==> config.mk <==
export PLATFORM = sky130hd
export DESIGN_NAME = cycle_sequencer
export DESIGN_NICKNAME = d
export VERILOG_FILES = /design/src/rtl/cycle_sequencer_pkg.sv /design/src/rtl/cycle_sequencer.sv
export SDC_FILE = /design/constraint.sdc
export NUM_CORES = 1
export LEC_CHECK = 0
export CAP_MARGIN = 25
export CORE_ASPECT_RATIO = 1.1
export CORE_MARGIN = 2
export CORE_UTILIZATION = 47
export DETAILED_ROUTE_END_ITERATION = 12
export GPL_TIMING_DRIVEN = 0
export HOLD_SLACK_MARGIN = 0.03
export PLACE_DENSITY = 0.95
export SYNTH_ARGS = -nofsm -noshare
export SYNTH_HDL_FRONTEND = slang
export SYNTH_SLANG_ARGS = --single-unit
==> constraint.sdc <==
create_clock -name clk -period 5.3 [get_ports clk]
set_input_delay 0.53 -clock clk [delete_from_list [all_inputs] [get_ports clk]]
set_output_delay 0.53 -clock clk [all_outputs]
set_load 0.01 [all_outputs]
==> src/rtl/cycle_sequencer_pkg.sv <==
// ============================================================================
// cycle_sequencer_pkg : shared CPU phase codes, memory-opcode range, states
// Revision 1.0
// ============================================================================
`default_nettype none

package cycle_sequencer_pkg;

  localparam logic [2:0] PH_FETCH0 = 3'b100;
  localparam logic [2:0] PH_FETCH1 = 3'b000;
  localparam logic [2:0] PH_FETCH2 = 3'b001;
  localparam logic [2:0] PH_EXEC   = 3'b011;
  localparam logic [2:0] PH_MEM0   = 3'b101;
  localparam logic [2:0] PH_MEM1   = 3'b111;

  localparam logic [7:0] MEM_OP_LO = 8'h80;
  localparam logic [7:0] MEM_OP_HI = 8'h83;

  typedef enum logic [2:0] {
    ST_HALT   = 3'd0,
    ST_FETCH0 = 3'd1,
    ST_FETCH1 = 3'd2,
    ST_FETCH2 = 3'd3,
    ST_EXEC   = 3'd4,
    ST_MEM0   = 3'd5,
    ST_MEM1   = 3'd6
  } state_e;

  function automatic logic is_mem_op(input logic [7:0] op);
    return (op >= MEM_OP_LO) && (op <= MEM_OP_HI);
  endfunction

  // HALT shares the FETCH0 code so the decoder sees an idle fetch while parked.
  function automatic logic [2:0] phase_code(input state_e s);
    case (s)
      ST_FETCH1: return PH_FETCH1;
      ST_FETCH2: return PH_FETCH2;
      ST_EXEC:   return PH_EXEC;
      ST_MEM0:   return PH_MEM0;
      ST_MEM1:   return PH_MEM1;
      default:   return PH_FETCH0;
    endcase
  endfunction

endpackage

`default_nettype wire

==> src/rtl/cycle_sequencer.sv <==
// ============================================================================
// cycle_sequencer : instruction phase sequencer with run/step control
// Revision 1.0
// ============================================================================
`default_nettype none

module cycle_sequencer
  import cycle_sequencer_pkg::*;
(
  input  logic        clk,
  input  logic        reset,
  input  logic [15:0] instruction,
  input  logic        mem_ready,
  input  logic        run,
  input  logic        step,
  output logic [2:0]  timer,
  output logic        halted,
  output logic        instr_done,
  output logic [15:0] instr_count
);

  state_e      state_q, state_d;
  logic [2:0]  timer_q, timer_d;
  logic        halted_q, halted_d;
  logic [15:0] instr_count_q, instr_count_d;
  logic        final_phase;
  logic        mem_op;
  logic        unused_low;

  assign mem_op     = is_mem_op(instruction[15:8]);
  assign unused_low = ^instruction[7:0];

  always_comb begin
    state_d     = state_q;
    final_phase = 1'b0;
    case (state_q)
      ST_HALT:   if (run || step) state_d = ST_FETCH0;
      ST_FETCH0: state_d = ST_FETCH1;
      ST_FETCH1: if (mem_ready) state_d = ST_FETCH2;
      ST_FETCH2: state_d = ST_EXEC;
      ST_EXEC: begin
        if (mem_op) begin
          state_d = ST_MEM0;
        end else begin
          final_phase = 1'b1;
          state_d     = run ? ST_FETCH0 : ST_HALT;
        end
      end
      ST_MEM0:   if (mem_ready) state_d = ST_MEM1;
      ST_MEM1: begin
        final_phase = 1'b1;
        state_d     = run ? ST_FETCH0 : ST_HALT;
      end
      default:   state_d = ST_HALT;
    endcase

    instr_count_d = final_phase ? instr_count_q + 16'd1 : instr_count_q;
    timer_d       = phase_code(state_d);
    halted_d      = (state_d == ST_HALT);
  end

  always_ff @(posedge clk) begin
    if (reset) begin
      state_q       <= ST_HALT;
      timer_q       <= PH_FETCH0;
      halted_q      <= 1'b1;
      instr_count_q <= 16'h0000;
    end else begin
      state_q       <= state_d;
      timer_q       <= timer_d;
      halted_q      <= halted_d;
      instr_count_q <= instr_count_d;
    end
  end

  assign timer       = timer_q;
  assign halted      = halted_q;
  assign instr_done  = final_phase && !reset;
  assign instr_count = instr_count_q;

endmodule

`default_nettype wire

Word level (Yosys, flattened, before mapping)
Cells that the tools add are included.

storage, ports and cells
  memory bits (writable) = 0
  bits in registers = 23
  word-level logic and storage cells = 33
  output and inout port bits = 21
  memories kept = 0
  memory bits (read-only) = 0
  input bits = 21
  latch bits = 0

operators by class
  muxes and demuxes = 9
  bitwise logic cells = 0
  equality and inequality tests = 11
  div/mod/pow operators = 0
  reductions and logical operators = 6
  order comparisons = 2
  shift-type cells = 0
  add/sub/neg operators = 1
  multipliers = 0

operators with widths
  operator                 count
  $pmux W3 S7              1
  $eq A3 B3 Y1 const B     6
  $add A16 B1 Y16 const B  1
  $pmux W3 S5              1
  $eq A3 B2 Y1 const B     4
  $mux W3                  4
  $ge A8 B8 Y1 const B     1
  $le A8 B8 Y1 const B     1
  $logic_not A3 Y1         2
  $eq A3 B1 Y1 const B     1
  $logic_and A1 B1 Y1      2
  $mux W1                  2
  $pmux W1 S2              1
  $logic_not A1 Y1         1
  $logic_or A1 B1 Y1       1

Logic depth before layout (Yosys ltp)
Gate-level depths: netlist (run 1).

  word-level depth = 6
  depth in mapped cells = 6
  depth with buffers taken out = 5

Worst setup path after synthesis (run 1)
Ideal clock, no wire load.

  path type = in2reg
  from = input port instruction[15]
  to = register instr_count_q[15] (netlist: instr_count[15])
  stages = 4
  slack = 3.442 ns
  data required time = 5.179 ns
  arrival time = 1.737 ns
  library setup time = 0.121 ns
  path buffers = 0
  cells stage by stage = nor4b_4 > a211o_1 > or4_4 > mux2_4

on the way
  longest elaborated chain between the ends = 4
  elaborated cells on any way between the ends = 5
  classes of those cells = order compare (2); mux (2); reduce/logical (1)

RTL lines
  what                                                 line                       source
  start: declaration                                   cycle_sequencer.sv:12      input logic [15:0] instruction,
  $ge A8 B8 Y1 / $le A8 B8 Y1 (equally long branches)  cycle_sequencer_pkg.sv:30  return (op >= MEM_OP_LO) && (op <= MEM_OP_HI);
  $logic_and A1 B1 Y1 *                                cycle_sequencer_pkg.sv:30
  $mux W1 *                                            cycle_sequencer.sv:42      if (mem_op) begin
  $pmux W1 S2 *                                        cycle_sequencer.sv:36      case (state_q)
  end signal: assignment                               cycle_sequencer.sv:72      instr_count_q <= instr_count_d;
  end: declaration                                     cycle_sequencer.sv:25      logic [15:0] instr_count_q, instr_count_d;

Every way passes the cells marked *; elsewhere a longest branch is shown, timed or not.
A chain may end at the register's enable or synchronous reset.

Final worst setup path (run 1)
  from = input port reset
  to = output port instr_done

on the way
  longest elaborated chain between the ends = 2

RTL lines
  what                 line                   source
  start: declaration   cycle_sequencer.sv:11  input logic reset,
  $logic_not A1 Y1     cycle_sequencer.sv:78  assign instr_done = final_phase && !reset;
  $logic_and A1 B1 Y1  cycle_sequencer.sv:78
  end: declaration     cycle_sequencer.sv:18  output logic instr_done,

Every way passes these cells.

==> flow_summary.toml, run 1 <==
[outcome]
status = "finished clean"

[yosys]
ys_async_sr_fraction_pct = 0
synth_most_common_cell = "dfxtp_1"
syn_area_per_cell_sq_um = 8.731
ys_warn_count = 0
synth_nets = 158
synth_cell_type_count = 39
yosys-top-cells-count = "23 x dfxtp_1, 18 x nor2_1, 8 x nor2b_1"
synthXorXnorAreaFrac_pct = 2.213
syn_inst = 136
synthAdderAreaFrac_pct = 1.054
synth_area_leaders = "dfxtp_1 39%, mux2_2 6.6%, nor2_1 5.7%"
ys_seq_area_share_pct = 38.78
synth_compound_area_share_pct = 12.54
synth_seq_cells = 23
yosys.area_share.simple_pct = 30.98
synthFlopType = "dfxtp_1"
synth_area_sq_um = 1187
synth_edf_count = 0
synth_top_cell_by_area = "dfxtp_1"
muxShareOfSynthArea_pct = 9.589
synth_top_family_by_area = "simple AND/OR/NAND/NOR gates"
yosysTopAreaCellShare_pct = 38.78

[setup_path]
r2r_start = "instr_count[2]$_SDFFE_PP0P_"
startpoint_type = "input port"
critical_path.cell_chain = "clkdlybuf4s50_1 > clkbuf_1 > clkbuf_1 > nor2b_1 > clkdlybuf4s50_1"
rrSetupSlack_ns = 3.42
reg2regPathDepth = 4
max_stage_delay_ns = 0.59
arrival_ns = 2.51
cp-startpoint = "reset"
cpMaxStageDelayCell = "clkdlybuf4s50_1"
cp.required_ns = 4.77
path_class = "in -> out"
end_kind = "primary output"
r2r_end = "instr_count[15]$_SDFFE_PP0P_"
worstPathMaxFanout = 10

[global_routing]
grt_pass1_wl_mm = 4.443
grt_overflow = 0
grt_max_degree = 13
antenna_found_initial = 0
grt_use_total_pct = 19.47
grt_pass1_vias = 1066

[min_path]
hold_path_end = "instr_count[5]$_SDFFE_PP0P_"
hp-start = "instr_count[5]$_SDFFE_PP0P_"
holdPathStages = 2
hold_class = "reg -> reg"

[route]
drtIter0Drc = 24
detail-route-antenna-nets = 0
routed_via_density = 5.495
drc = 0
dr_total_vias = 1110
avgRoutedWirePerCell_um = 13.00
dr.pass1.iters = 4
routed_wl_mm = 2.625

[layout]
antenna_cells = 0
fin_area_sq_um = 1563
drive_above_1_share_pct = 11.11
ff_latch_area_sq_um = 460.4
fin_nets = 194
fill_cells = 217
syn_to_final_growth_pct = 31.61
multiInputGateArea_sq_um = 669.4

[sta]
hold_viol = 0
tns_ns = 0
slew_viol_final = 0
worstMarginPinSlew_ns = 0.5245
setup_viol = 0
setup_slack_ns = 2.256
period_needed_ns = 3.044
clock_skew_ns = 0.004882
fmax_mhz = 328.5
grt_setup_unrepaired = "no"
period_share_pct = 57.44
relSlewSlack_pct = 64.79

[floorplanning]
num_rows = 19
start_util_pct = 48.49
fp.coreArea_sq_um = 2449
num_io_pins = 42
chipHeight_um = 56.72
die-area_sq_um = 2945
die_w_um = 51.93

[power]
ir_worst_vdd_mv = 0.2108
p_sw_uw = 86.03
powerDensity_nw_per_um2 = 212.6
seq_power_share_pct = 55.4
finalPower_uw = 332.2
pwr-share-comb_pct = 21.3
swShare_pct = 25.90
clkPwrFrac_pct = 23.3
p_leak_uw = 0.0005459
p_int_uw = 246.2

[place]
gp_congestion = 0.7979
pre_cts_ws_ns = 2.265
portBuffers = 31
dp_hpwl_mm = 2.018
post_dp_cell_area_sq_um = 1536

[clocking]
clock_path_buffers = 2
clkTransAtPathRegs_ns = 0.12
cts_hold_buf = 0
cts_sinks = 23
worstSkewPairLatency_ns = 0.30
cts_setup_buffers = 0
htreeDepth = 1
cts-buffers-inserted = 3
post_cts_resized = 0
cts_tree = "built"
cts-root-buf = "clkbuf_4"

[run]
cap_violations = 0
-- worst max path at each step --
| stage | end | slack, ns | depth (start not counted) |
|---|---|---|---|
| finish | instr_done | 2.26 | 5 |
| global route | instr_done | 2.14 | 5 |
| CTS | instr_done | 2.26 | 5 |
| detailed placement | instr_done | 2.26 | 5 |
| global placement | instr_done | 2.32 | 5 |
| floorplan | instr_count[15]$_SDFFE_PP0P_ | 3.44 | 4 |
-- state kept, by name (all words and copies together) (netlist names) --
| name | count |
|---|---|
| halted | 1 |
| instr_count | 16 |
| state_q | 3 |
| timer | 3 |
-- cell usage in the layout, fill, tap and decap left out, types with 2 or more instances in the layout --
cell type,instances
mux2_2,7
dfxtp_1,23
a21oi_1,5
a21o_1,2
a211oi_1,3
nor4_1,3
nand3b_1,2
mux2i_1,2
xnor2_1,3
or4_1,2
clkbuf_1,5
inv_1,5
nor2_1,18
nand2_1,7
nand4_1,2
nand3_1,7
nand2b_1,5
clkbuf_4,3
o21ai_0,4
nor3_1,4
a2bb2oi_1,2
nor2b_1,8
clkdlybuf4s50_1,31
-- cell type report --
cell class / instances / area share, %
buffer: 7 / 2.482
clock buffer: 4 / 1.681
inverter: 5 / 1.201
multi-input combinational: 101 / 42.83
sequential: 23 / 29.46
tap: 31 / 2.482
timing repair buffer: 31 / 19.86
-- power by group through the flow --
stage          logic, uW  clock network [uW]  registers (uW)
6_report            70.9                77.3             184
3_5_place_dp        70.4                   0             188
2_1_floorplan       39.4                   0             191
5_1_grt             77.2                87.5             185
3_3_place_gp        67.2                   0             188
4_1_cts             70.6                78.5             184
-- layer usage --
metal | vias up | GRT usage (%) | wire length [um]
li1 | 551 | - | -
met3 | 2 | 1.064 | 114
met1 | 528 | 23.15 | 1104
met5 | - | 0 | 0
met4 | 0 | 8.271 | 26
met2 | 29 | 35.08 | 1379
-- cell families (layout without fill, tap and decap cells) --
group / Yosys count / count (layout)
AOI/OAI and AO/OA: 22 / 22
muxes: 10 / 10
xor gates and xnor gates: 3 / 3
and+or+nand+nor: 65 / 65
DFF: 23 / 23
adders and majority gates: 1 / 1
buffers and inverters: 12 / 47
-- worst max-delay path, delay by kind of cell --
family                 cells  cell delay [ns]
buffers and inverters      4             1.89
and+or+nand+nor            1             0.09
-- metrics by stage --
step | hold slack (ns) | util [%] | std cells
floorplan | 0.5398 | - | 136
global route | 0.6085 | 63.82 | 202
CTS | 0.5524 | 63.82 | 202
detailed placement | 0.5341 | 62.75 | 198
finish | 0.5506 | 63.82 | 202
global placement | 0.5141 | 62.75 | 198
No activity file was read; power rests on OpenSTA's default activity.
==> inputs of run 2 (changes only) <==
Settings changed: CORE_UTILIZATION 47 to 40, PLACE_DENSITY 0.95 to 0.87.
Clock period 5.3 ns to 2.78 ns, I/O delays scaled along.
==> flow_summary.toml, run 2 (synthesized netlist as in run 1, its figures left out) <==
[outcome]
status = "finished clean"

[global_routing]
grt_max_degree = 13
grt_overflow = 0
grt_use_total_pct = 15.28
grt_pass1_vias = 1030
grt_pass1_wl_mm = 4.319
antenna_found_initial = 0

[sta]
worstMarginPinSlew_ns = 0.5248
tns_ns = 0
clock_skew_ns = 0.001339
slew_viol_final = 0
fmax_mhz = 394.2
setup_slack_ns = 0.2431
relSlewSlack_pct = 64.78
setup_viol = 0
period_needed_ns = 2.537
grt_setup_unrepaired = "no"
period_share_pct = 91.25
hold_ws_ns = 0.5552
hold_viol = 0

[clocking]
cts-root-buf = "clkbuf_4"
cts-buffers-inserted = 3
cts_hold_buf = 0
worstSkewPairLatency_ns = 0.30
cts_sinks = 23
clock_path_buffers = 2
htreeDepth = 1
clkTransAtPathRegs_ns = 0.12
post_cts_resized = 0
cts_tree = "built"
cts_setup_buffers = 0

[power]
ir_worst_vdd_mv = 0.2468
powerDensity_nw_per_um2 = 404.0
p_int_uw = 469.3
swShare_pct = 25.79
pwr-share-comb_pct = 21.0
p_sw_uw = 163.1
p_leak_uw = 0.0005459
seq_power_share_pct = 55.5
clkPwrFrac_pct = 23.5

[place]
pre_cts_ws_ns = 0.2453
gp_congestion = 0.7828
portBuffers = 31
dp_hpwl_mm = 1.905

[setup_path]
startpoint_type = "input port"
path_class = "in -> out"
cp.required_ns = 2.50
cp-startpoint = "reset"
worstPathMaxFanout = 10
r2r_start = "instr_count[2]$_SDFFE_PP0P_"
rrSetupSlack_ns = 0.90
end_kind = "primary output"
arrival_ns = 2.26

[layout]
antenna_cells = 0
syn_to_final_growth_pct = 31.82
largest_reg_flops = 16
final_cell_mix = "31 x clkdlybuf4s50_1, 23 x dfxtp_1, 18 x nor2_1"
ff_latch_area_sq_um = 460.4
fin_nets = 194
drive_above_1_share_pct = 11.11
multiInputGateArea_sq_um = 669.4
fill_cells = 275
layout_commonest_cell = "clkdlybuf4s50_1"

[floorplanning]
num_io_pins = 42
num_rows = 20
fp.coreArea_sq_um = 2803
die_w_um = 55.95
chipHeight_um = 61.15
die-area_sq_um = 3421
start_util_pct = 42.37

[route]
dr_total_vias = 1094
routed_wl_mm = 2.563
drc = 0
dr.pass1.iters = 4
drtIter0Drc = 21
detail-route-antenna-nets = 0
routed_via_density = 5.363
avgRoutedWirePerCell_um = 12.56

[run]
cap_violations = 0

[min_path]
hp-start = "instr_count[5]$_SDFFE_PP0P_"
hold_class = "reg -> reg"
[run 2: cell counts in the layout (fill, tap and decap cells not counted)]
Identical to the previous run, type by type.
[run 2: per-stage QoR]
stage / cells / power (uW) / instance area, sq um / utilization, %
after floorplan: 136 / 438.4 / 1187 / -
after global placement: 200 / 487.2 / 1539 / 54.91
after detailed placement: 200 / 491.5 / 1539 / 54.91
after CTS: 204 / 640.4 / 1565 / 55.85
after global routing: 204 / 666.9 / 1565 / 55.85
final: 204 / 632.4 / 1565 / 55.85
[run 2: cell type report]
type,count,share of cell area (%)
Buffer,7,2.478
Clock buffer,4,1.679
Inverter,5,1.199
Multi-Input combinational cell,101,42.77
Sequential cell,23,29.42
Tap cell,33,2.638
Timing Repair Buffer,31,19.82
[run 2: final timing paths]
| kind | end | cells past startpoint |
|---|---|---|
| worst max register to register | instr_count[15]$_SDFFE_PP0P_ | 4 |
| worst min-delay path | instr_count[5]$_SDFFE_PP0P_ | 2 |
| worst min register to register | instr_count[5]$_SDFFE_PP0P_ | 2 |
| worst max-delay path | instr_done | 5 |
[run 2: power groups by stage]
| stage | clock (uW) | combinational (uW) | sequential, uW |
|---|---|---|---|
| floorplan | 0 | 75.2 | 363 |
| global placement | 0 | 129 | 358 |
| detailed placement | 0 | 133 | 359 |
| CTS | 156 | 133 | 351 |
| global route | 168 | 146 | 352 |
| finish | 149 | 133 | 351 |
[run 2: critical path: stages]
cell	delay [ns]
clkdlybuf4s50_1	0.57
clkbuf_1	0.41
clkbuf_1	0.42
nor2b_1	0.09
clkdlybuf4s50_1	0.49
[run 2: layer usage]
layer / part of all wire [%] / vias up / track usage, % / routed length, um
met2: 49 / 21 / 29.59 / 1258
met1: 46 / 520 / 18.38 / 1188
li1: - / 551 / - / -
met3: 4.2 / 2 / 1.681 / 108
met4: 0.31 / 0 / 4.082 / 8
met5: 0 / - / 0 / 0
